## config.mk

```make
export PLATFORM = sky130hd
export DESIGN_NAME = ebus_diag_seq
export DESIGN_NICKNAME = d
export VERILOG_FILES = /design/src/rtl/ebus_diag_pkg.sv /design/src/rtl/ebus_diag_arb.sv /design/src/rtl/ebus_diag_seq.sv
export SDC_FILE = /design/constraint.sdc
export NUM_CORES = 1
export LEC_CHECK = 0
export ABC_CLOCK_PERIOD_IN_PS = 2300
export CORE_AREA = 2 2 143 103
export DETAILED_ROUTE_END_ITERATION = 10
export DIE_AREA = 0 0 145 105
export GPL_ROUTABILITY_DRIVEN = 0
export GPL_TIMING_DRIVEN = 1
export PLACE_DENSITY = 0.74
export SLEW_MARGIN = 0
export SYNTH_ARGS = -nofsm -noshare
export SYNTH_HDL_FRONTEND = slang
export SYNTH_SLANG_ARGS = --single-unit
```

## constraint.sdc

```tcl
create_clock -name clk -period 2.3 [get_ports clk]
set_clock_uncertainty 0.15 [all_clocks]
set_input_delay 0.69 -clock clk [delete_from_list [all_inputs] [get_ports clk]]
set_output_delay 0.69 -clock clk [all_outputs]
set_load 0.005 [all_outputs]
```

## src/rtl/ebus_diag_pkg.sv

```systemverilog
// ebus_diag_pkg: shared types and constants for the EBUS diagnostic-function
// sequencer. Provides the sequencer state enum, the DS/data widths, a few
// named function codes and the read/load classifier.
package ebus_diag_pkg;

  localparam int DS_W   = 7;
  localparam int DATA_W = 36;

  typedef enum logic [2:0] {
    IDLE   = 3'd0,
    SETUP  = 3'd1,
    STROBE = 3'd2,
    HOLD   = 3'd3,
    DONE   = 3'd4
  } diag_seq_state_t;

  // DS[0] is the leftmost (MSB) bit: 0xx codes load, 1xx codes read.
  localparam logic [0:DS_W-1] DS_LD_FUNC_076 = 7'o076;
  localparam logic [0:DS_W-1] DS_READ_10X    = 7'o100;

  function automatic logic ds_is_read(input logic [0:DS_W-1] ds);
    return ds[0];
  endfunction

endpackage

```

## src/rtl/ebus_diag_arb.sv

```systemverilog
// ebus_diag_arb: fixed-priority two-way grant for the diag sequencer.
//   clk, reset        : clock, synchronous active-high reset
//   i_fe_req/i_uc_req : console / microcode request levels
//   i_grant_en        : sequencer is idle and may accept a grant this cycle
//   i_release         : sequencer is leaving DONE, drop the ownership record
//   o_grant           : a grant is taken at the end of this cycle
//   o_grant_fe        : that grant goes to the console
//   o_owner_fe        : registered record of a console grant (console_owner)
module ebus_diag_arb (
  input  logic clk,
  input  logic reset,
  input  logic i_fe_req,
  input  logic i_uc_req,
  input  logic i_grant_en,
  input  logic i_release,
  output logic o_grant,
  output logic o_grant_fe,
  output logic o_owner_fe
);

  logic r_owner_fe;

  // Console always wins a tie; microcode simply stays pending.
  assign o_grant    = i_grant_en & (i_fe_req | i_uc_req);
  assign o_grant_fe = i_grant_en & i_fe_req;
  assign o_owner_fe = r_owner_fe;

  always_ff @(posedge clk) begin
    if (reset)          r_owner_fe <= 1'b0;
    else if (o_grant)   r_owner_fe <= o_grant_fe;
    else if (i_release) r_owner_fe <= 1'b0;
  end

endmodule

```

## src/rtl/ebus_diag_seq.sv

```systemverilog
// ebus_diag_seq: sequences one diagnostic function transfer at a time onto
// the EBUS diag lines (DS, diag strobe, data) for the console or microcode.
//   clk, reset                  : clock, synchronous active-high reset
//   fe_req/fe_ds/fe_wdata/fe_ack: console request, code, load data, done pulse
//   uc_req/uc_ds/uc_wdata/uc_ack: microcode request, code, load data, done pulse
//   rdata                       : last captured read data
//   ds_out/diag_strobe/data_oe/ebus_wdata/ebus_rdata : EBUS diag interface
//   console_owner, busy         : status
// All outputs are registered from the next-state decode, so each phase's
// values appear in the first cycle of that phase.
module ebus_diag_seq
  import ebus_diag_pkg::*;
#(
  parameter int SETUP_CYC  = 2,
  parameter int STROBE_CYC = 2,
  parameter int HOLD_CYC   = 1
) (
  input  logic              clk,
  input  logic              reset,
  input  logic              fe_req,
  input  logic [0:DS_W-1]   fe_ds,
  input  logic [0:DATA_W-1] fe_wdata,
  output logic              fe_ack,
  input  logic              uc_req,
  input  logic [0:DS_W-1]   uc_ds,
  input  logic [0:DATA_W-1] uc_wdata,
  output logic              uc_ack,
  output logic [0:DATA_W-1] rdata,
  output logic [0:DS_W-1]   ds_out,
  output logic              diag_strobe,
  output logic              data_oe,
  output logic [0:DATA_W-1] ebus_wdata,
  input  logic [0:DATA_W-1] ebus_rdata,
  output logic              console_owner,
  output logic              busy
);

  localparam int MAX_AB  = (SETUP_CYC > STROBE_CYC) ? SETUP_CYC : STROBE_CYC;
  localparam int MAX_CYC = (MAX_AB > HOLD_CYC) ? MAX_AB : HOLD_CYC;
  localparam int CNT_W   = $clog2(MAX_CYC) + 1;

  diag_seq_state_t   r_state, w_nxt;
  logic [CNT_W-1:0]  r_cnt;
  logic              w_last;
  logic [0:DS_W-1]   r_ds, w_cur_ds;
  logic [0:DATA_W-1] r_wdata, w_cur_wdata;
  logic              r_rd, w_cur_rd;
  logic              w_grant, w_grant_fe, w_owner_fe, w_active;

  ebus_diag_arb u_arb (
    .clk        (clk),
    .reset      (reset),
    .i_fe_req   (fe_req),
    .i_uc_req   (uc_req),
    .i_grant_en (r_state == IDLE),
    .i_release  (r_state == DONE),
    .o_grant    (w_grant),
    .o_grant_fe (w_grant_fe),
    .o_owner_fe (w_owner_fe)
  );

  assign console_owner = w_owner_fe;
  assign w_last        = (r_cnt == '0);

  // On the grant edge the latches are still loading, so drive from the
  // winner's inputs directly; afterwards the latched copy is authoritative.
  assign w_cur_ds    = (r_state == IDLE) ? (w_grant_fe ? fe_ds : uc_ds) : r_ds;
  assign w_cur_wdata = (r_state == IDLE) ? (w_grant_fe ? fe_wdata : uc_wdata) : r_wdata;
  assign w_cur_rd    = (r_state == IDLE) ? ds_is_read(w_cur_ds) : r_rd;
  assign w_active    = (w_nxt == SETUP) || (w_nxt == STROBE) || (w_nxt == HOLD);

  always_comb begin
    w_nxt = r_state;
    case (r_state)
      IDLE:    if (w_grant) w_nxt = SETUP;
      SETUP:   if (w_last)  w_nxt = STROBE;
      STROBE:  if (w_last)  w_nxt = HOLD;
      HOLD:    if (w_last)  w_nxt = DONE;
      DONE:    w_nxt = IDLE;
      default: w_nxt = IDLE;
    endcase
  end

  always_ff @(posedge clk) begin
    if (reset) begin
      r_state     <= IDLE;
      r_cnt       <= '0;
      r_ds        <= '0;
      r_wdata     <= '0;
      r_rd        <= 1'b0;
      ds_out      <= '0;
      diag_strobe <= 1'b0;
      data_oe     <= 1'b0;
      ebus_wdata  <= '0;
      rdata       <= '0;
      fe_ack      <= 1'b0;
      uc_ack      <= 1'b0;
      busy        <= 1'b0;
    end else begin
      r_state <= w_nxt;

      if (w_grant) begin
        r_ds    <= w_cur_ds;
        r_wdata <= w_cur_wdata;
        r_rd    <= w_cur_rd;
      end

      // One down-counter for every timed phase, reloaded on each entry.
      if (w_nxt != r_state) begin
        case (w_nxt)
          SETUP:   r_cnt <= CNT_W'(SETUP_CYC - 1);
          STROBE:  r_cnt <= CNT_W'(STROBE_CYC - 1);
          HOLD:    r_cnt <= CNT_W'(HOLD_CYC - 1);
          default: r_cnt <= '0;
        endcase
      end else if (!w_last) begin
        r_cnt <= r_cnt - CNT_W'(1);
      end

      ds_out      <= w_active ? w_cur_ds : '0;
      data_oe     <= w_active && !w_cur_rd;
      ebus_wdata  <= (w_active && !w_cur_rd) ? w_cur_wdata : '0;
      diag_strobe <= (w_nxt == STROBE);
      busy        <= (w_nxt != IDLE);
      fe_ack      <= (w_nxt == DONE) &&  w_owner_fe;
      uc_ack      <= (w_nxt == DONE) && !w_owner_fe;

      if ((r_state == STROBE) && w_last && r_rd)
        rdata <= ebus_rdata;
    end
  end

endmodule

```

After elaboration in Yosys (flattened, before gate mapping):

Cells that the tools add are included.

* bits in registers: 134
* input port bits: 126
* output and inout port bits: 85
* word-level logic and storage cells: 61

* add/sub/neg operators: 1
* eq/ne operators: 10
* multiplexer cells: 15
* bitwise gates (word level): 5
* reduce and logical (&&, ||, !) cells: 16

Operators by type and width (number)
* $mux W36: 2
* $mux W7: 2
* $eq A3 B2 Y1 const B: 4
* $mux W3: 4
* $pmux W3 S4: 1
* $eq A3 B1 Y1 const B: 2
* $eq A3 B3 Y1 const B: 2
* $reduce_or A2 Y1: 3
* $logic_and A1 B1 Y1: 5
* $mux W1: 4
* $mux W2: 2
* $logic_not A3 Y1: 1
* $ne A3 B3 Y1: 1
* $reduce_bool A3 Y1: 1
* $and A1 B1 Y1: 2
* $logic_not A1 Y1: 2
* $logic_not A2 Y1: 1
* $logic_or A1 B1 Y1: 2
* $ne A2 B1 Y1 const B: 1
* $not A1 Y1: 2
* $reduce_bool A2 Y1: 1
* $sub A2 B1 Y2 const B: 1
* $or A1 B1 Y1: 1

Logic depth before layout (Yosys ltp):

* depth in word-level cells: 10
* gate-level depth with buffers: 8
* mapped depth without buffers: 5

Hierarchy:

A second synthesis with hierarchy kept.

* cell total of the unflattened synthesis: 602
* area, all modules: 5542.8 um^2

Modules (own cells, without submodules)
* ebus_diag_seq: times used 1, cells an instance 595, area an instance 5482.8 um^2, seq. area each 2662.6 um^2
* ebus_diag_arb: times used 1, cells an instance 7, area an instance 60.1 um^2, seq. area each 20.0 um^2

Least setup slack after synthesis:

No wires, ideal clock.

* path type: input to register
* start: input port fe_req
* end: register ebus_wdata[15] (netlist name)
* setup time: 0.157 ns
* arrival: 1.876 ns
* required time: 1.993 ns
* slack: 0.116 ns
* stages on the path: 6
* buffers on the path: 3
* path through: buf_4 -> or2_1 -> buf_2 -> o311ai_4 -> buf_2 -> a2111oi_2

* longest elaborated chain between the ends: 10
* elaborated cells on any way between the ends: 19
* those cells by class: eq/ne (3); mux (7); bitwise (4); reduce/logical (5)

Ends and longest elaborated chain
* start: declaration: line ebus_diag_seq.sv:20 `input logic fe_req,`
* $or A1 B1 Y1: line ebus_diag_arb.sv:24 `assign o_grant = i_grant_en & (i_fe_req | i_uc_req);`
* $and A1 B1 Y1: line ebus_diag_arb.sv:24
* $mux W3: line ebus_diag_seq.sv:75 `IDLE: if (w_grant) w_nxt = SETUP;`
* $pmux W3 S4: line ebus_diag_seq.sv:74 `case (r_state)`
* $eq A3 B1 Y1 / $eq A3 B2 Y1 (equally long branches): line ebus_diag_seq.sv:70 `assign w_active = (w_nxt == SETUP) || (w_nxt == STROBE) || (w_nxt == HOLD);`
* $logic_or A1 B1 Y1 (2 in series): line ebus_diag_seq.sv:70
* $logic_and A1 B1 Y1: line ebus_diag_seq.sv:122 `ebus_wdata <= (w_active && !w_cur_rd) ? w_cur_wdata : '0;`
* $not A1 Y1 (no line)
* $reduce_or A2 Y1 (no line)
* end signal: assignment: line ebus_diag_seq.sv:122
* end: declaration: line ebus_diag_seq.sv:32 `output logic [0:DATA_W-1] ebus_wdata,`

Several ways; a longest one is shown, not always the timed one.
A chain may end at the register's enable or synchronous reset.

Worst setup path in the final report:

* start: register u_arb.r_owner_fe (netlist: u_arb.o_owner_fe)
* end: output port console_owner

RTL lines
* start: declaration: line ebus_diag_arb.sv:21 `logic r_owner_fe;`
* start signal: assignment: line ebus_diag_arb.sv:30 `else if (o_grant) r_owner_fe <= o_grant_fe;`
* end: declaration: line ebus_diag_seq.sv:34 `output logic console_owner,`

No word-level cell between the ends.

==> summary.txt <==
Status
  – Status: finished clean

Timing
  – Unrepaired setup endpoints after global routing: false
  – Final setup viols: 0
  – Fin. Hold Viols: 0
  – Fmax: 0.4661 GHz
  – Max_slew headroom: 0.7290
  – Fin Hold WS: 320.1 ps
  – Minimum clock period: 2146 ps
  – Max-slew violation count: 0
  – Fin crit share: 0.9328
  – Worst-margin pin slew: 396.2 ps

Worst setup path
  – CP top delay family: buffers and inverters
  – Crit path capture: console_owner
  – Critical path launch point type: flip-flop
  – R2r worst-path depth: 4
  – CP Depth: 1
  – Critical path arrival: 1310 ps
  – CP peak stage delay: 530 ps
  – Worst Setup SP: u_arb.o_owner_fe
  – Slowest CP cell: clkdlybuf4s50_1
  – R2r endpoint: ebus_wdata[10]
  – Worst setup EP type: output port
  – Crit Path Class: reg2out
  – RR Startpoint: r_state[2]
  – Crit path max fanout: 4
  – Reg2Reg Setup Slack: 350 ps
  – CP Cell Sequence: clkdlybuf4s50_1
  – Buffers plus inverters on the worst setup path: 1
  – Worst endpoint required time: 1460 ps

Route
  – Residual DRC: 0
  – Drt total wl: 16080 um
  – WL/cell: 16.77 um
  – First-pass iteration count of the detailed router: 5
  – First DRT Iteration DRCs: 322
  – Remaining antenna violation count: 0
  – Detailed-route via count: 5128
  – DR vias/cell: 5.347

Finish
  – Layout cells sized above 1: 0.1235
  – P&R area growth vs syn: 53.41%
  – Antenna diode count: 0
  – Most common cell after layout, fill and taps aside: clkdlybuf4s50_1
  – Fillcell total: 1114
  – Final Instance Area: 8413 um2
  – Finished Layout Cells: 959
  – Final net count: 883
  – Most frequent cells in the layout: clkdlybuf4s50_1, dfxtp_1, a21oi_1, nor2_1, a211oi_1

Global routing
  – GR Overflow Total: 0
  – Initial antenna violation count: 0
  – Vias in the first global route: 5168
  – GRT Overall Usage: 0.2112
  – Largest net degree at the start of global routing: 83
  – First-pass GRT wire length: 26280 um

Die
  – Initial Util: 0.3992
  – Core Area: 13740 um2
  – Row cnt: 36
  – Io pins: 211
  – Die H: 105 um
  – Die area: 15230 um2
  – Horiz. Die Dim: 145 um

CTS
  – Hold_buf cts: 0
  – Post-CTS setup buffers: 0
  – Num CTS Buffers: 17
  – Worst skew pair latency: 400 ps
  – CTS tree: built
  – Clock sink total: 134
  – Number of H-tree levels: 4
  – Worst-path clk slew: 60 ps
  – CTS Root Cell: clkbuf_16
  – CTS Buffer Depth: 2
  – CTS resizes: 0

Synthesis
  – Yosys reg bits: 134
  – Syn nets: 694
  – Sequential area share after synthesis: 0.4892
  – Yosys warning count: 0
  – Leading area contributor after synthesis: dfxtp_1
  – Top FF cell, synth: dfxtp_1
  – Synth unique cells: 33
  – Top cells by area, synth: dfxtp_1, mux2i_1, a2111oi_2, a21oi_1, a211oi_1
  – Mean area per synthesized cell: 9.672 um2
  – Mapped cell area: 5484 um2
  – Number of synthesized flops with an enable pin: 0
  – Synth top area share: 0.4892
  – Cells after synthesis: 567
  – FFs w/ async S/R, synth: 0

Pwr
  – Pwr/cell area: 1080 nW/um2
  – Peak supply drop: 0.8012 mV
  – Leakage power total: 3.015 nW
  – Pwr Total: 9.084 mW

Place
  – IO Port Bufs: 210
  – Placed cell count: 927
  – DP Area: 7825 um2
  – Detail Placement HPWL: 11110 um

Flow run
  – Maxcap violations: 0

Worst hold path
  – Hold WC Path Type: reg2reg
-- cell families (layout without fill, tap and decap cells) --
group                    count (synthesis)  after routing  synth area share
AO/OA/AOI/OAI                          213            213            0.2811
flip-flops                             134            134            0.4892
AND/OR/NAND/NOR                        106            106           0.09104
buffers and inverters                   69            271           0.05612
multiplexers                            44             44           0.08031
adder cells (fa/ha/maj)                  1              1          0.002281
-- sequential cells by signal (all words and copies together) (netlist names) --
register	flops
busy	1
data_oe	1
diag_strobe	1
ds_out	7
ebus_wdata	36
fe_ack	1
r_cnt	2
r_ds	7
r_rd	1
r_state	3
r_wdata	36
rdata	36
u_arb.o_owner_fe	1
uc_ack	1
-- worst min-delay path by stage --
stage	start	to	slack, ps	cells after the start
after floorplan	r_ds[0]	r_ds[0]	290	1
after global placement	r_ds[0]	r_ds[0]	300	1
after detailed placement	r_ds[0]	r_ds[0]	310	1
after CTS	r_ds[0]	r_ds[0]	320	1
after global routing	rdata[31]	rdata[31]	350	2
final	r_ds[0]	r_ds[0]	320	1
-- cell usage after synthesis, types with 2 or more instances --
library cell and n:
clkbuf_1 33, o21ai_0 36, nand3b_1 2, buf_2 26, buf_4 4, inv_1 4, a2111oi_0 7, mux2i_1 44
a2111oi_2 29, nand3_1 38, a211oi_1 49, a21oi_1 84, and2_1 3, nand2_1 3, nor3_1 2, nor2_1 51
dfxtp_1 134, a31oi_1 3
-- metal layers --
metal | global-route usage | vias up | share of wire
met1 | 0.2628 | 2438 | 0.43
li1 | - | 2486 | -
met4 | 0.07143 | 0 | 0.016
met5 | 0 | - | 0
met2 | 0.3602 | 180 | 0.50
met3 | 0.05066 | 24 | 0.055
-- power breakdown --
group          total (mW)  internal (mW)  switching (mW)  leakage [nW]
Sequential           3.10           2.87           0.239          1.10
Combinational        3.31           1.52            1.79          1.64
Clock                2.67           1.58            1.09         0.278
-- per-stage QoR --
| step | util | setup slack (ps) | setup TNS [ps] |
|---|---|---|---|
| 6_report | 0.6124 | 154.5 | 0 |
| 5_1_grt | 0.6124 | 54.85 | 0 |
| 4_1_cts | 0.6124 | 124.9 | 0 |
| 3_5_place_dp | 0.5696 | -172.7 | -6767 |
| 3_3_place_gp | 0.5696 | -135.9 | -5721 |
| 2_1_floorplan | - | 116.2 | 0 |
-- cell type report --
class,count,area (um2),area share
Tap cell,190,237.7,0.02826
Multi-Input combinational cell,364,2522,0.2998
Inverter,4,15.01,0.001785
Sequential cell,134,2683,0.3189
Clock buffer,19,452.9,0.05384
Timing Repair Buffer,235,2367,0.2814
Clock inverter,13,135.1,0.01606
(Power assumes the default switching activity.)
